### config.mk
export PLATFORM = sky130hd
export DESIGN_NAME = apb_intercon_s
export DESIGN_NICKNAME = d
export VERILOG_FILES = /design/src/rtl/apb_intercon_s_pkg.sv /design/src/rtl/apb_intercon_s_rr_arbiter.sv /design/src/rtl/apb_intercon_s.sv
export SDC_FILE = /design/constraint.sdc
export NUM_CORES = 1
export LEC_CHECK = 0
export CAP_MARGIN = 20
export CELL_PAD_IN_SITES_DETAIL_PLACEMENT = 1
export CELL_PAD_IN_SITES_GLOBAL_PLACEMENT = 2
export CORE_MARGIN = 1.5
export CORE_UTILIZATION = 16
export CTS_CLUSTER_SIZE = 28
export DETAILED_ROUTE_END_ITERATION = 8
export PLACE_DENSITY = 0.95
export SLEW_MARGIN = 10
export SYNTH_ARGS = -nofsm -noshare
export SYNTH_HDL_FRONTEND = slang
export SYNTH_HIERARCHICAL = 1
export SYNTH_SLANG_ARGS = --single-unit
### constraint.sdc
create_clock -name clk -period 6.8 [get_ports clk]
set_clock_uncertainty 0.15 [all_clocks]
set_input_delay 1.02 -clock clk [delete_from_list [all_inputs] [get_ports clk]]
set_output_delay 1.02 -clock clk [all_outputs]
set_load 0.1 [all_outputs]
### src/rtl/apb_intercon_s_pkg.sv
// Shared types and constants for the apb_intercon_s shared-bus APB interconnect.
// Consumed by apb_intercon_s and apb_rr_arbiter.
package apb_intercon_s_pkg;

    localparam int DEF_MASTER_PORTS = 4;
    localparam int DEF_SLAVE_PORTS  = 4;
    localparam int DEF_BUS_WIDTH    = 16;
    localparam int DEF_DATA_WIDTH   = 16;
    localparam int DEF_ADDR_MSB     = 7;
    localparam int DEF_ADDR_LSB     = 4;

    typedef enum logic [1:0] {
        IDLE,
        SETUP,
        ACCESS
    } apb_state_e;

    function automatic int sel_width(input int msb, input int lsb);
        return msb - lsb + 1;
    endfunction

endpackage

### src/rtl/apb_intercon_s_rr_arbiter.sv
// Round-robin arbiter: one-hot grant plus index from a request vector.
// The search pointer moves past the winner only when the grant is accepted.
module apb_rr_arbiter
    import apb_intercon_s_pkg::*;
#(
    parameter int PORTS = DEF_MASTER_PORTS,
    parameter int IDX_W = (PORTS > 1) ? $clog2(PORTS) : 1
) (
    input  logic             clk,
    input  logic             rst,
    input  logic [PORTS-1:0] req,
    input  logic             accept,
    output logic [PORTS-1:0] grant,
    output logic [IDX_W-1:0] grant_idx
);

    logic [IDX_W-1:0] ptr;
    logic             found;

    // Priority order is ptr, ptr+1, ... wrapping modulo PORTS.
    always_comb begin
        grant     = '0;
        grant_idx = '0;
        found     = 1'b0;
        for (int unsigned i = 0; i < PORTS; i++) begin
            for (int unsigned j = 0; j < PORTS; j++) begin
                if (!found && req[j] && (j == (32'(ptr) + i) % PORTS)) begin
                    found     = 1'b1;
                    grant[j]  = 1'b1;
                    grant_idx = IDX_W'(j);
                end
            end
        end
    end

    always_ff @(posedge clk or posedge rst) begin
        if (rst) begin
            ptr <= '0;
        end else if (accept) begin
            ptr <= (grant_idx == IDX_W'(PORTS - 1)) ? '0 : grant_idx + 1'b1;
        end
    end

endmodule

### src/rtl/apb_intercon_s.sv
// Shared-bus APB interconnect: round-robin master grant, re-issued SETUP/ACCESS to the decoded slave.
// Define APB_INTERCON_FORMAL_EN to compile in the embedded protocol assertions.
module apb_intercon_s
    import apb_intercon_s_pkg::*;
#(
    parameter int MASTER_PORTS = DEF_MASTER_PORTS,
    parameter int SLAVE_PORTS  = DEF_SLAVE_PORTS,
    parameter int BUS_WIDTH    = DEF_BUS_WIDTH,
    parameter int DATA_WIDTH   = DEF_DATA_WIDTH,
    parameter int ADDR_MSB     = DEF_ADDR_MSB,
    parameter int ADDR_LSB     = DEF_ADDR_LSB
) (
    input  logic                               clk,
    input  logic                               reset,
    input  logic [MASTER_PORTS*BUS_WIDTH-1:0]  S_PADDR,
    input  logic [MASTER_PORTS-1:0]            S_PWRITE,
    input  logic [MASTER_PORTS-1:0]            S_PSELx,
    input  logic [MASTER_PORTS-1:0]            S_PENABLE,
    input  logic [MASTER_PORTS*DATA_WIDTH-1:0] S_PWDATA,
    output logic [MASTER_PORTS*DATA_WIDTH-1:0] S_PRDATA,
    output logic [MASTER_PORTS-1:0]            S_PREADY,
    output logic [BUS_WIDTH-1:0]               M_PADDR,
    output logic                               M_PWRITE,
    output logic [SLAVE_PORTS-1:0]             M_PSELx,
    output logic                               M_PENABLE,
    output logic [DATA_WIDTH-1:0]              M_PWDATA,
    input  logic [SLAVE_PORTS*DATA_WIDTH-1:0]  M_PRDATA,
    input  logic [SLAVE_PORTS-1:0]             M_PREADY
);

    localparam int IDX_W = (MASTER_PORTS > 1) ? $clog2(MASTER_PORTS) : 1;
    localparam int SEL_W = sel_width(ADDR_MSB, ADDR_LSB);

    apb_state_e                state, state_next;
    logic [MASTER_PORTS-1:0]   grant;
    logic [IDX_W-1:0]          grant_idx, grant_q;
    logic [BUS_WIDTH-1:0]      paddr_q, paddr_mux;
    logic                      pwrite_q, pwrite_mux;
    logic [DATA_WIDTH-1:0]     pwdata_q, pwdata_mux;
    logic [SEL_W-1:0]          sel;
    logic [SLAVE_PORTS-1:0]    sel_onehot;
    logic                      slave_ready;
    logic [DATA_WIDTH-1:0]     slave_rdata;
    logic                      accept;
    logic                      penable_unused;

    assign penable_unused = ^S_PENABLE;
    assign accept         = (state == IDLE) && (|S_PSELx);
    assign sel            = paddr_q[ADDR_MSB:ADDR_LSB];

    assign M_PADDR  = paddr_q;
    assign M_PWRITE = pwrite_q;
    assign M_PWDATA = pwdata_q;

    apb_rr_arbiter #(
        .PORTS (MASTER_PORTS),
        .IDX_W (IDX_W)
    ) u_arb (
        .clk       (clk),
        .rst       (reset),
        .req       (S_PSELx),
        .accept    (accept),
        .grant     (grant),
        .grant_idx (grant_idx)
    );

    always_comb begin
        paddr_mux  = '0;
        pwrite_mux = 1'b0;
        pwdata_mux = '0;
        for (int unsigned m = 0; m < MASTER_PORTS; m++) begin
            if (grant[m]) begin
                paddr_mux  = S_PADDR[m*BUS_WIDTH +: BUS_WIDTH];
                pwrite_mux = S_PWRITE[m];
                pwdata_mux = S_PWDATA[m*DATA_WIDTH +: DATA_WIDTH];
            end
        end
    end

    always_ff @(posedge clk or posedge reset) begin
        if (reset) begin
            state    <= IDLE;
            grant_q  <= '0;
            paddr_q  <= '0;
            pwrite_q <= 1'b0;
            pwdata_q <= '0;
        end else begin
            state <= state_next;
            if (accept) begin
                grant_q  <= grant_idx;
                paddr_q  <= paddr_mux;
                pwrite_q <= pwrite_mux;
                pwdata_q <= pwdata_mux;
            end
        end
    end

    // An undecoded slave select leaves slave_ready high so the transfer self-completes with zero data.
    always_comb begin
        state_next  = state;
        M_PSELx     = '0;
        M_PENABLE   = 1'b0;
        S_PREADY    = '0;
        S_PRDATA    = '0;
        sel_onehot  = '0;
        slave_ready = 1'b1;
        slave_rdata = '0;
        for (int unsigned s = 0; s < SLAVE_PORTS; s++) begin
            if (sel == SEL_W'(s)) begin
                sel_onehot[s] = 1'b1;
                slave_ready   = M_PREADY[s];
                slave_rdata   = M_PRDATA[s*DATA_WIDTH +: DATA_WIDTH];
            end
        end
        case (state)
            IDLE: begin
                if (accept) state_next = SETUP;
            end
            SETUP: begin
                M_PSELx    = sel_onehot;
                state_next = ACCESS;
            end
            ACCESS: begin
                M_PSELx   = sel_onehot;
                M_PENABLE = 1'b1;
                if (slave_ready) begin
                    state_next = IDLE;
                    for (int unsigned m = 0; m < MASTER_PORTS; m++) begin
                        if (grant_q == IDX_W'(m)) begin
                            S_PREADY[m]                          = 1'b1;
                            S_PRDATA[m*DATA_WIDTH +: DATA_WIDTH] = slave_rdata;
                        end
                    end
                end
            end
            default: state_next = IDLE;
        endcase
    end

`ifdef APB_INTERCON_FORMAL_EN
    a_psel_onehot: assert property (@(posedge clk) disable iff (reset) $onehot0(M_PSELx));
    a_penable_access: assert property (@(posedge clk) disable iff (reset) M_PENABLE |-> (state == ACCESS));
    a_hold_stable: assert property (@(posedge clk) disable iff (reset)
        (state != IDLE) |=> (state == IDLE) ||
        ($stable(grant_q) && $stable(paddr_q) && $stable(pwrite_q) && $stable(pwdata_q)));
    a_pready_onehot: assert property (@(posedge clk) disable iff (reset) $onehot0(S_PREADY));
`else
    // default build carries no assertion logic
`endif

endmodule

==> flow_summary.ini <==
[clock_tree]
cts_setup_buffers = 0
cts_hold_buf = 0
cts_resized = 0
cts_tree = yes
h-tree-depth = 2
clockBufferDepth = 2
clock_latency_ns = 0.28
cts_buffers = 5
cts-root-buf = clkbuf_16
clk_pin_slew_ns = 0.06
cts_num_sinks = 39

[power]
sw_frac_of_total = 0.606
p_seq_frac = 0.149
power_density_nw_per_um2 = 427
p_sw_uw = 1810
total_leakage_power_uw = 0.00271
pwr-share-comb = 0.775
peakVddDrop_mv = 0.147
intPower_uw = 1180
power_frac_clock = 0.077
total_power_uw = 2990

[timing]
setup_viol = 0
holdWs_ns = 0.328
hold_violations = 0
final.setup.tns_ns = 0
slew_headroom = 0.286
worstMarginPinSlew_ns = 1.07
rsz0062_at_grt = false
fin_crit_ns = 4.94
period_share = 0.727
fmax_ghz = 0.202
drv_slew = 0

[cells_and_area]
drive_above_1_share = 0.0666
multi_input_area_um2 = 2210
regArea_um2 = 976
final_common_cell = clkdlybuf4s50_1
diodes = 0
instances_no_fill = 1016
fillers = 2609
areaGrowthSynthToFinish_pct = 97.2
num-nets-final = 948
layout_common_cells = clkdlybuf4s50_1, nor2_1, nand2_1, inv_1, a21oi_1

[placed_design]
dp_hpwl_mm = 14.0
placed_cells = 1008
gp_congestion = 0.866
io_buffers = 311

[routing]
drt_iter0_drc = 135
avgRoutedWirePerCell_um = 17.0
via_count = 4548
drt-vias-per-instance = 4.48
wirelength_mm = 17.3
drtAntennaViolNets = 0
drc = 0
firstDrtPassIters = 4

[critical_path]
crit_path_max_fanout = 17
worstPathRequired_ns = 5.63
start_kind = input pin
worst_setup_path_end_kind = output pin
critPathKind = in -> out
cp.arrival_ns = 3.77
rr_worst_depth = 7

[synth]
synth_edf_count = 0
async_reset_ff_frac = 1.00
yosysUniqueCellTypes = 43
netlist_area_um2 = 3550
synth_ff_type = dfrtp_1
synth_warnings = 6
ys_seq_elements = 39
synth_cells = 452
syn_nets = 665
ys_seq_area_frac = 0.275
syn_area_per_cell_um2 = 7.86

[floorplanning]
die_h_um = 152
start_util = 0.163
ios = 316
rows = 54
die_width_um = 152
dieArea_um2 = 23100
coreArea_um2 = 21800

[min_path]
min_path_cells = 2
hold_path.class = reg -> reg

[global_route]
grt_usage = 0.149
grt_max_degree = 67
overflow = 0
antenna_found_initial = 1
grt_pass1_wl_mm = 27.4
grt_pass1_vias = 4862

[status]
status = completed

[job]
cap_violations = 0
## metrics by stage
| stage | utilization | cell area (um^2) | setup slack, ns |
|---|---|---|---|
| floorplan | - | 3550 | 1.95 |
| global placement | 0.315 | 6870 | 1.87 |
| detailed placement | 0.315 | 6870 | 1.82 |
| CTS | 0.321 | 7000 | 1.82 |
| global route | 0.321 | 7000 | 1.74 |
| finish | 0.321 | 7000 | 1.86 |
## synth_stat cells (2+ instances only)
library cell | n | share of area
a21oi_1 | 40 | 0.056
a221o_1 | 32 | 0.090
a22oi_1 | 34 | 0.072
a31oi_1 | 2 | 0.0035
buf_2 | 10 | 0.014
buf_4 | 3 | 0.0063
buf_6 | 4 | 0.013
clkbuf_1 | 24 | 0.025
dfrtp_1 | 39 | 0.27
ha_1 | 3 | 0.011
inv_1 | 42 | 0.044
inv_2 | 3 | 0.0032
mux2_2 | 2 | 0.0063
mux4_2 | 16 | 0.10
nand2_1 | 55 | 0.058
nand2b_1 | 4 | 0.0070
nand4_4 | 4 | 0.024
nor2_1 | 70 | 0.074
nor2b_1 | 4 | 0.0070
nor3b_1 | 3 | 0.0063
o21ai_0 | 18 | 0.025
o21ai_1 | 19 | 0.027
## cell families (layout without fill, tap and decap cells)
| kind of cell | Yosys count | count (layout) | share of synthesized area |
|---|---|---|---|
| buffers and inverters | 86 | 370 | 0.106 |
| and+or+nand+nor | 153 | 153 | 0.206 |
| AOI/OAI and AO/OA | 152 | 152 | 0.291 |
| DFF | 39 | 39 | 0.275 |
| adders and majority gates | 3 | 3 | 0.0106 |
| muxes | 19 | 19 | 0.112 |
## path summary, 6_finish.rpt
check / from / end / slack [ns]
max: M_PREADY[0] / S_PRDATA[46] / 1.86
min: M_PWDATA[9] / M_PWDATA[9] / 0.33
max reg2reg: u_arb/ptr[1] / M_PADDR[4] / 3.82
max in group asynchronous: reset / M_PWDATA[13] / 4.85
min in group asynchronous: reset / u_arb/ptr[1] / 0.80
min reg2reg: M_PWDATA[9] / M_PWDATA[9] / 0.33
## layout make-up
type / instances / share of cell area
Tap cell: 280 / 0.0500
Inverter: 45 / 0.0241
Multi-Input combinational cell: 327 / 0.316
Timing Repair Buffer: 317 / 0.451
Clock buffer: 7 / 0.0189
Clock inverter: 1 / 0.000715
Sequential cell: 39 / 0.139
## routing by layer
metal  track usage  vias up  share of wire
li1              -     2175              -
met5             0        -        0.00075
met3        0.0454       18          0.083
met2         0.278      233           0.51
met4        0.0305        2          0.015
met1         0.165     2120           0.39
## power by group through the flow
| stage | sequential (uW) | combinational, uW | clock (uW) |
|---|---|---|---|
| after floorplan | 1020 | 1140 | 0 |
| after global placement | 448 | 2330 | 0 |
| after detailed placement | 454 | 2360 | 0 |
| after CTS | 451 | 2360 | 242 |
| after global routing | 466 | 2480 | 252 |
| final | 445 | 2320 | 229 |
## critical path: stages
cell	delay [ns]
clkdlybuf4s50_1	0.44
or3b_4	0.39
nand4_4	0.18
nand4_4	0.32
nor2_1	0.25
clkdlybuf4s50_1	1.16
## flip-flops by register name, summed over array words and instances (netlist names)
name       flops
M_PADDR       16
M_PWDATA      16
grant_q        2
state          2
u_arb/ptr      2
M_PWRITE       1
No activity file was read; power rests on OpenSTA's default activity.
